==> config.mk <==
export PLATFORM = sky130hd
export DESIGN_NAME = sap_controller
export DESIGN_NICKNAME = d
export VERILOG_FILES = /design/src/rtl/sap_controller.sv
export SDC_FILE = /design/constraint.sdc
export NUM_CORES = 1
export LEC_CHECK = 0
export CORE_AREA = 2 2 39 41
export DETAILED_ROUTE_END_ITERATION = 16
export DIE_AREA = 0 0 41 43
export DONT_BUFFER_PORTS = 1
export MAX_ROUTING_LAYER = met4
export PLACE_DENSITY = 0.75
export SLEW_MARGIN = 40
export SYNTH_ARGS = -nofsm -noshare
export SYNTH_HDL_FRONTEND = slang
export SYNTH_SLANG_ARGS = --single-unit
==> constraint.sdc <==
create_clock -name clock -period 1.74 [get_ports clock]
set_clock_uncertainty 0.2 [all_clocks]
set_input_delay 0.261 -clock clock [delete_from_list [all_inputs] [get_ports clock]]
set_output_delay 0.261 -clock clock [all_outputs]
set_load 0.05 [all_outputs]
==> src/rtl/sap_controller.sv <==
// sap_controller
//   Controller-sequencer for the SAP-1 datapath. A one-hot six-state ring
//   (T1..T6) sequences fetch and execute; each state plus the opcode is
//   decoded into the 12-bit control word for the W-bus datapath.
//
// Ports
//   clock        in   1   system clock, rising-edge active
//   reset        in   1   asynchronous, active-low reset
//   instruction  in   4   opcode (upper nibble of the instruction register)
//   con          out 12   {Cp,Ep,Lm_n,Ce_n, Li_n,Ei,La_n,Ea, Su,Eu,Lb_n,Lo_n}
//   t_state      out  6   one-hot ring state, bit 0 = T1 .. bit 5 = T6
//   halt         out  1   set once HLT executes, cleared only by reset
//
// Build option
//   SAP_VAR_CYCLE_EN  variable machine cycle: NOP/OUT return to T1 after T4,
//                     LDA after T5, ADD/SUB after T6. Undefined: every
//                     instruction occupies T1..T6.

module sap_controller (
    input  logic        clock,
    input  logic        reset,
    input  logic [3:0]  instruction,
    output logic [11:0] con,
    output logic [5:0]  t_state,
    output logic        halt
);

    typedef enum logic [5:0] {
        ST_T1 = 6'b000001,
        ST_T2 = 6'b000010,
        ST_T3 = 6'b000100,
        ST_T4 = 6'b001000,
        ST_T5 = 6'b010000,
        ST_T6 = 6'b100000
    } ring_t;

    typedef enum logic [3:0] {
        OP_LDA = 4'h0,
        OP_ADD = 4'h1,
        OP_SUB = 4'h2,
        OP_OUT = 4'hE,
        OP_HLT = 4'hF
    } opcode_t;

    localparam logic [11:0] CON_IDLE = 12'h3A3;

    // Ring kept as a plain vector so that non-one-hot values remain
    // representable and recover through the default branch.
    logic [5:0] r_ring;
    logic [5:0] w_ring_next;
    logic       r_halt;
    logic       w_halt_next;
    logic       r_run;      // low for the first edge after reset release
    logic       w_is_nop;
    logic       w_t4_last;
    logic       w_t5_last;

    assign w_is_nop = !(instruction inside {OP_LDA, OP_ADD, OP_SUB, OP_OUT, OP_HLT});

`ifdef SAP_VAR_CYCLE_EN
    assign w_t4_last = w_is_nop || (instruction == OP_OUT);
    assign w_t5_last = (instruction == OP_LDA);
`else
    assign w_t4_last = 1'b0;
    assign w_t5_last = 1'b0;
`endif

    // State register
    always_ff @(posedge clock or negedge reset) begin
        if (!reset) begin
            r_ring <= ST_T1;
            r_halt <= 1'b0;
            r_run  <= 1'b0;
        end else begin
            r_ring <= w_ring_next;
            r_halt <= w_halt_next;
            r_run  <= 1'b1;
        end
    end

    // Next-state logic
    always_comb begin
        w_ring_next = r_ring;
        w_halt_next = r_halt;
        // The first edge after reset release holds T1; halted freezes at T4.
        if (r_run && !r_halt) begin
            case (r_ring)
                ST_T1: w_ring_next = ST_T2;
                ST_T2: w_ring_next = ST_T3;
                ST_T3: w_ring_next = ST_T4;
                ST_T4: begin
                    if (instruction == OP_HLT) begin
                        w_halt_next = 1'b1;
                        w_ring_next = ST_T4;
                    end else if (w_t4_last) begin
                        w_ring_next = ST_T1;
                    end else begin
                        w_ring_next = ST_T5;
                    end
                end
                ST_T5:   w_ring_next = w_t5_last ? ST_T1 : ST_T6;
                ST_T6:   w_ring_next = ST_T1;
                default: w_ring_next = ST_T1;
            endcase
        end
    end

    // Output decode; reset forces the idle word even though the ring shows T1.
    always_comb begin
        con = CON_IDLE;
        if (reset && !r_halt) begin
            case (r_ring)
                ST_T1: con = 12'h5A3;           // Ep, Lm_n
                ST_T2: con = 12'hBA3;           // Cp
                ST_T3: con = 12'h223;           // Ce_n, Li_n
                ST_T4: begin
                    case (instruction)
                        OP_LDA, OP_ADD, OP_SUB: con = 12'h1E3;  // Ei, Lm_n
                        OP_OUT:                 con = 12'h3B2;  // Ea, Lo_n
                        default:                con = CON_IDLE;
                    endcase
                end
                ST_T5: begin
                    case (instruction)
                        OP_LDA:         con = 12'h283;  // Ce_n, La_n
                        OP_ADD, OP_SUB: con = 12'h2A1;  // Ce_n, Lb_n
                        default:        con = CON_IDLE;
                    endcase
                end
                ST_T6: begin
                    case (instruction)
                        OP_ADD:  con = 12'h387;         // La_n, Eu
                        OP_SUB:  con = 12'h38F;         // La_n, Su, Eu
                        default: con = CON_IDLE;
                    endcase
                end
                default: con = CON_IDLE;
            endcase
        end
    end

    assign t_state = r_ring;
    assign halt    = r_halt;

endmodule

==> results of run 1 <==
-- logic make-up after synthesis --
logic type,count (synthesis)
DFF,8
buffers and inverters,8
xor gates and xnor gates,2
muxes,2
AOI/OAI and AO/OA,19
other,1
and+or+nand+nor,47
-- Yosys cell counts, drive strengths merged, types with 2 or more instances --
cell	n	area share, %
nor3	6	4.4
nand2	8	4.4
o31ai	2	2.2
or4	2	2.7
dfrtp	7	25
nand3	3	2.2
buf	5	5.6
nand2b	4	3.6
a21oi	4	3.5
o21ai	5	3.6
nor2b	4	3.6
nor4	4	3.6
nor2	7	3.8
nand4	3	2.7
clkbuf	2	1.1
-- through the flow --
step | cell area (µm²) | utilization [%] | hold WS [ps] | setup TNS [ps] | setup slack, ps
after floorplan | 882 | - | -235 | -4370 | -503
after global placement | 1220 | 88.1 | -234 | -2300 | -279
after detailed placement | 1220 | 88.1 | -234 | -3030 | -325
==> metrics.cfg, run 1 <==
[status]
status = aborted with a tool error
haltStage = 4_1_cts
flow.first_error = [ERROR DPL-0038] Utilization greater than 100%, impossible to legalize

[cts]
cts_inserted_buffers = 3
post_cts_hold_buffer_count = 2
cts_sinks = 8
clock_path_buffers = 2
post_cts_resized = 23
cts_htree_levels = 1
cts_setup_buffers = 3
cts-root-buf = sky130_fd_sc_hd__clkbuf_4

[floorplanning]
die_width_um = 41
initial_utilization_pct = 49.7
num_rows = 14
num_io_pins = 25
die_height_um = 43

[logic_synthesis]
synth-main-ff-cell = sky130_fd_sc_hd__dfrtp_1
synthesized_area_fraction_occupied_by_ao_oa_aoi_and_oai_cells_pct = 18.5
synth_nets = 93
synth.yosys.seq_area_share_pct = 29.3
synth-simple-area-share_pct = 38.7
synth_xor_xnor_area_share_pct = 2.55
async_flop_share_pct = 100
synth.cell_area_um2 = 688
synth_area_per_cell_um2 = 7.91
ys_types = 40
yosys-mux-area-fraction_pct = 3.09
ys.warnings.count = 0
synthAdderAreaFrac_pct = 0
synth_edf_count = 0
synth-seq-cells = 8
postSynthCellCount = 87
synth_top_family_by_area = simple AND/OR/NAND/NOR gates

[placed_design]
final_estimated_routing_congestion_in_global_placement = 0.819
estimated_wirelength_of_the_detail_placed_design_um = 2150
post-place-cells = 136
portBuffers = 0

==> run 2: changes to the inputs <==
Settings changed: CORE_AREA 2 2 39 41 to 2 2 63 65, DIE_AREA 0 0 41 43 to 0 0 65 67, MAX_ROUTING_LAYER met4 to default, PLACE_DENSITY 0.75 to default, PLACE_DENSITY_LB_ADDON from default to 0.15.
Clock period 1.74 ns to 2.26 ns, I/O delays scaled along.
==> metrics.cfg, run 2 <==
[placed_design]
estimated_wirelength_of_the_detail_placed_design_um = 1740  ; -19%
portBuffers = 0  ; unchanged
post_dp_cell_area_um2 = 1100  ; -9.4%
pre_cts_ws_ps = 119  ; +444 ps
post-place-cells = 151  ; +11%
final_estimated_routing_congestion_in_global_placement = 0.733  ; -11%

[grt]
first_global_vias = 776
grt_first_pass_wirelength_um = 4090
global_route.usage.total_pct = 12.7
number_of_antenna_violations_at_the_first_check_in_global_routing = 0
grt_overflow = 0
largest_net_degree_at_the_start_of_global_routing = 13

[cells_and_area]
final_net_count = 132
diodes = 0
flow.area_growth_from_synthesis_pct = 98.0
commonest_non_fill_non_tap_cells_in_the_layout = sky130_fd_sc_hd__buf_4 (29), sky130_fd_sc_hd__nand2_1 (8), sky130_fd_sc_hd__buf_12 (7)
nFillCells = 362
utilization_pct = 37.8
final_area_um2 = 1360
mostFrequentLayoutCell = sky130_fd_sc_hd__buf_4
post_layout_nonfiller_instances = 173
drive_above_1_share_pct = 60.0
max_reg_flops = 6

[logic_synthesis]
ys.warnings.count = 0  ; unchanged
synth_nets = 93  ; unchanged
ys_types = 40  ; unchanged
synth-main-ff-cell = sky130_fd_sc_hd__dfrtp_1
synth_area_per_cell_um2 = 7.91  ; unchanged
synthTopCellsByArea = sky130_fd_sc_hd__dfrtp_1 (25%), sky130_fd_sc_hd__nor3_1 (4.4%), sky130_fd_sc_hd__nand2_1 (4.4%)
synth.cell_area_um2 = 688  ; unchanged
most_frequent_cells_after_synthesis = sky130_fd_sc_hd__nand2_1 (8), sky130_fd_sc_hd__dfrtp_1 (7), sky130_fd_sc_hd__nor2_1 (7)
synth_edf_count = 0  ; unchanged
postSynthCellCount = 87  ; unchanged
post-synth-top-count-cell = sky130_fd_sc_hd__nand2_1
synth-seq-cells = 8  ; unchanged
synth.yosys.seq_area_share_pct = 29.3  ; unchanged
post-synth-top-area-cell = sky130_fd_sc_hd__dfrtp_1
synth_top_cell_area_share_pct = 25.5  ; unchanged
async_flop_share_pct = 100  ; unchanged

[cts]
path_clk_slew_ps = 40
cts_htree_levels = 1  ; unchanged
cts_tree = built
cts-root-buf = sky130_fd_sc_hd__clkbuf_8
cts_inserted_buffers = 3  ; unchanged
cts_sinks = 8  ; unchanged
clock_path_buffers = 2  ; unchanged
insertion_delay_ps = 230

[critical_path]
arrival_ps = 1840
crit_path_top_delay_cell = sky130_fd_sc_hd__or4_4
r2r.worst_path.cells = 8
timing_worst_setup_path_type = flip-flop to primary output
critPathLaunchType = flip-flop
cp.required_ps = 1720
crit_path_end_kind = primary output
timing.critical_path.slowest_cell_delay_ps = 650
worst-path-stages = 2
crit_path_max_fanout = 4
cp_num_buf_inv = 0
timing.critical_path.cells = or4b_4 > or4_4
cp_top_family = simple AND/OR/NAND/NOR gates

[timing]
min_period_ps = 2380
setup-violations-final = 5
rsz0062_at_grt = yes
setup_slack_after_layout_ps = -121
max_freq_mhz = 420
slew_limit_fails = 0
timing.hold.ws_ps = 63.1
timing.final.hold_violations = 0
share_of_the_clock_period_used_by_the_worst_path_pct = 105

[status]
status = finished with violations
violations_in_the_final_reports = negative setup slack

[floorplanning]
die_width_um = 65  ; +59%
design.core.area_um2 = 3610
num_rows = 22  ; +8
num_io_pins = 25  ; unchanged
die_height_um = 67  ; +56%
floorplan.die_area_um2 = 4360
initial_utilization_pct = 19.1  ; -31 points

[flow_run]
max-cap-violations = 0

[pwr]
worst_ir_drop_vdd_mv = 0.478
cellInternalPower_mw = 0.659
power_density_nw_per_um2 = 936
power.switching_mw = 0.617
share_comb_of_total_power_pct = 69.4
seq_power_share_pct = 16.1
leakagePower_nw = 0.532
switching_share_pct = 48.3
power_share_of_the_clock_group_pct = 14.5

[hold_path]
holdCritPathClass = primary input to flip-flop
worst_hold_path.num_cells = 1

[route]
wirelength_um = 2380
detail-route-antenna-nets = 0
drc = 0
dr_wl_cell_um = 13.8
initialDrtViolationCount = 23
route.vias.total = 789
drt_pre_antenna_iters = 4
via_per_inst = 4.56

==> run 2: path summary, 6_finish.rpt <==
check / startpoint / slack, ps / end
max: halt$_DFFE_PN0P_ / -120 / con[0]
min: instruction[0] / 60 / halt$_DFFE_PN0P_
max reg2reg: t_state[0]$_DFFE_PN1P_ / 340 / t_state[3]$_DFFE_PN0P_
min reg2reg: r_run$_DFF_PN0_ / 320 / halt$_DFFE_PN0P_
max in group asynchronous: reset / 1270 / t_state[0]$_DFFE_PN1P_
min in group asynchronous: reset / 270 / t_state[2]$_DFFE_PN0P_
==> run 2: power by group through the flow <==
stage          logic (mW)  clock network [mW]  registers (mW)
3_5_place_dp        0.745                   0           0.223
5_1_grt             0.940               0.202           0.209
2_1_floorplan       0.502                   0           0.307
3_3_place_gp        0.747                   0           0.219
4_1_cts             0.856               0.189           0.205
6_report            0.885               0.185           0.206
==> run 2: metal layers <==
metal	up-vias	wire (µm)	global-route usage [%]
met4	0	48	4.79
li1	396	-	-
met1	374	1050	16.3
met5	-	0	0
met3	5	83	3.72
met2	14	1200	19.8
==> run 2: cell type report <==
type | instances | area [µm²] | area share [%]
repair buffers | 41 | 413 | 30.3
clock buffers | 4 | 45.0 | 3.31
inverters | 1 | 3.75 | 0.275
flip-flops and latches | 8 | 209 | 15.3
multi-input cells | 71 | 632 | 46.4
well taps | 48 | 60.1 | 4.41
==> run 2: kinds of logic after synthesis <==
logic type,Yosys count,synth area share (%)
buffers and inverters,8,7.27
xor gates and xnor gates,2,2.55
DFF,8,29.3
muxes,2,3.09
other,1,0.545
AOI/OAI and AO/OA,19,18.5
and+or+nand+nor,47,38.7
==> run 2: metrics by stage <==
step	power [mW]	setup TNS, ps
6_report	1.28	-220
5_1_grt	1.35	-607
4_1_cts	1.25	-375
3_5_place_dp	0.968	0
3_3_place_gp	0.967	0
2_1_floorplan	0.809	-222
==> run 2: what timing repair did <==
action / CTS / global route
endpoints found under the hold margin: 8 / 0
gates resized for setup: 7 / 5
setup buffers: 12 / 5
hold buffers: 1 / 0
setup endpoints to repair: 8 / 11
pin swaps: 10 / 8
Power figures use the tool's default switching activity.
==> run 3: changes to the inputs <==
--- a/config.mk
+++ b/config.mk
@@ -7,8 +7,8 @@
 export LEC_CHECK = 0
 export CORE_AREA = 2 2 63 65
+export CTS_BUF_LIST = sky130_fd_sc_hd__clkbuf_16
 export DETAILED_ROUTE_END_ITERATION = 16
 export DIE_AREA = 0 0 65 67
 export DONT_BUFFER_PORTS = 1
-export PLACE_DENSITY_LB_ADDON = 0.15
 export SLEW_MARGIN = 40
 export SYNTH_ARGS = -nofsm -noshare
==> constraint.sdc (replaced) <==
create_clock -name clock -period 2.26 [get_ports clock]
set_clock_uncertainty 0.2 [all_clocks]
set_input_delay 0.452 -clock clock [delete_from_list [all_inputs] [get_ports clock]]
set_output_delay 0.452 -clock clock [all_outputs]
set_load 0.05 [all_outputs]
==> metrics.cfg, run 3 (same netlist as run 2, synthesis figures left out) <==
[route]
via_per_inst = 4.73  ; +3.7%
route.vias.total = 766  ; -2.9%
drc = 0  ; unchanged
wirelength_um = 2340  ; -1.5%
initialDrtViolationCount = 16  ; -30%
dr_wl_cell_um = 14.5  ; +5.2%
detail-route-antenna-nets = 0  ; unchanged
drt_pre_antenna_iters = 3  ; -1

[floorplanning]
die_width_um = 65  ; unchanged
num_rows = 22  ; unchanged
die_height_um = 67  ; unchanged
initial_utilization_pct = 19.1  ; unchanged
num_io_pins = 25  ; unchanged
design.core.area_um2 = 3610  ; unchanged
floorplan.die_area_um2 = 4360  ; unchanged

[grt]
first_global_vias = 796  ; +2.6%
global_route.usage.total_pct = 11.5  ; -1.1 points
largest_net_degree_at_the_start_of_global_routing = 13  ; unchanged
number_of_antenna_violations_at_the_first_check_in_global_routing = 0  ; unchanged
grt_first_pass_wirelength_um = 3750  ; -8.4%
grt_overflow = 0  ; unchanged

[timing]
min_period_ps = 2480  ; +103 ps
timing.final.hold_violations = 0  ; unchanged
slew_limit_fails = 0  ; unchanged
share_of_the_clock_period_used_by_the_worst_path_pct = 110  ; +4.6 points
rsz0062_at_grt = yes
setup-violations-final = 8  ; +3
max_freq_mhz = 403  ; -4.2%
setup_slack_after_layout_ps = -224  ; -103 ps

[cts]
cts_inserted_buffers = 3  ; unchanged
path_clk_slew_ps = 30  ; about the same
cts_htree_levels = 1  ; unchanged
cts_tree = built
insertion_delay_ps = 240  ; about the same
cts_sinks = 8  ; unchanged
cts-root-buf = sky130_fd_sc_hd__clkbuf_16
clock_path_buffers = 2  ; unchanged

[placed_design]
final_estimated_routing_congestion_in_global_placement = 0.777  ; +5.9%
portBuffers = 0  ; unchanged
pre_cts_ws_ps = 29.7  ; -89.0 ps
post_dp_cell_area_um2 = 1130  ; +2.6%
estimated_wirelength_of_the_detail_placed_design_um = 1730  ; -0.65%

[cells_and_area]
diodes = 0  ; unchanged
commonest_non_fill_non_tap_cells_in_the_layout = sky130_fd_sc_hd__buf_4 (18), sky130_fd_sc_hd__nand2_1 (7), sky130_fd_sc_hd__buf_12 (7)
nFillCells = 352  ; -2.8%
mostFrequentLayoutCell = sky130_fd_sc_hd__buf_4
drive_above_1_share_pct = 57.0  ; -3.0 points
flow.area_growth_from_synthesis_pct = 91.5
max_reg_flops = 6  ; unchanged
final_area_um2 = 1320  ; -3.3%
final_net_count = 121  ; -8.3%

[flow_run]
max-cap-violations = 0  ; unchanged

[critical_path]
crit_path_max_fanout = 4  ; unchanged
critical_path.reg2reg.startpoint = t_state[0]$_DFFE_PN1P_
timing_worst_setup_path_type = flip-flop to primary output
critPathLaunchType = flip-flop
cp.required_ps = 1610  ; -110 ps
critical_path.reg2reg.endpoint = t_state[1]$_DFFE_PN0P_
r2r.worst_path.cells = 4  ; -4
arrival_ps = 1830  ; about the same
crit_path_end_kind = primary output
worst-r2r-setup-slack_ps = 570  ; +230 ps

[hold_path]
holdPathEnd = halt$_DFFE_PN0P_
holdCritStartpoint = instruction[0]
worst_hold_path.num_cells = 1  ; unchanged
holdCritPathClass = primary input to flip-flop

[status]
violations_in_the_final_reports = negative setup slack
status = finished with violations

[pwr]
switching_share_pct = 45.6  ; -2.8 points
share_comb_of_total_power_pct = 62.9  ; -6.5 points
seq_power_share_pct = 15.2  ; -0.9 points
power_density_nw_per_um2 = 1050  ; +12%
cellInternalPower_mw = 0.754  ; +14%
worst_ir_drop_vdd_mv = 0.503  ; +5.2%
power.switching_mw = 0.631  ; +2.3%
power_share_of_the_clock_group_pct = 21.9  ; +7.4 points
leakagePower_nw = 0.496  ; -6.7%

run 3: per-layer routing:
layer,vias up,track usage (%),share of wire [%]
li1,375,-,-
met1,369,13.2,39
met2,18,19.8,53
met3,4,5.24,6.0
met4,0,2.13,1.2
met5,-,0,0
run 3: timing repair:
item                                    in CTS  in global routing
gates resized for setup                      6                  8
buffers inserted                             2                  1
endpoints found under the setup margin       9                 10
pin swaps                                    7                  2
endpoints found under the hold margin        8                  0
hold buffers                                 1                  0
run 3: stage by stage:
step                TNS (ps)  hold slack [ps]  instances  total power [mW]  util [%]
detailed placement         0            -43.3        154             0.991      31.4
finish                  -981              173        162              1.38      36.5
CTS                     -949              172        161              1.35      35.3
global route           -1460              168        162              1.47      36.5
global placement           0            -43.2        154             0.978      31.4
floorplan               -988            -43.6         87             0.812         -
run 3: how the worst max path moves through the flow:
stage / start / endpoint / slack (ps) / cells after the start
global route: t_state[1]$_DFFE_PN0P_ / con[0] / -250 / 2
global placement: reset / con[0] / 30 / 2
finish: t_state[1]$_DFFE_PN0P_ / con[0] / -220 / 2
detailed placement: t_state[5]$_DFFE_PN0P_ / con[9] / 30 / 4
CTS: t_state[1]$_DFFE_PN0P_ / con[0] / -210 / 2
floorplan: t_state[5]$_DFFE_PN0P_ / con[4] / -170 / 4
run 3: layout make-up:
cell class	count	area, µm²	area share (%)
clock buffers	3	75.1	5.70
clock inverters	1	3.75	0.285
inverters	1	3.75	0.285
multi-input cells	71	636	48.2
flip-flops and latches	8	209	15.9
well taps	48	60.1	4.56
repair buffers	30	330	25.1
run 3: power groups by stage:
| stage | registers [mW] | clock network (mW) | logic [mW] |
|---|---|---|---|
| finish | 0.210 | 0.303 | 0.871 |
| global route | 0.215 | 0.319 | 0.931 |
| detailed placement | 0.210 | 0 | 0.781 |
| global placement | 0.208 | 0 | 0.770 |
| CTS | 0.209 | 0.303 | 0.839 |
| floorplan | 0.307 | 0 | 0.505 |
run 3: worst max-delay path, cell delays in order (launching register included):
cell and delay, ps:
sky130_fd_sc_hd__dfrtp_2 390, sky130_fd_sc_hd__or4b_4 550, sky130_fd_sc_hd__or4_4 650
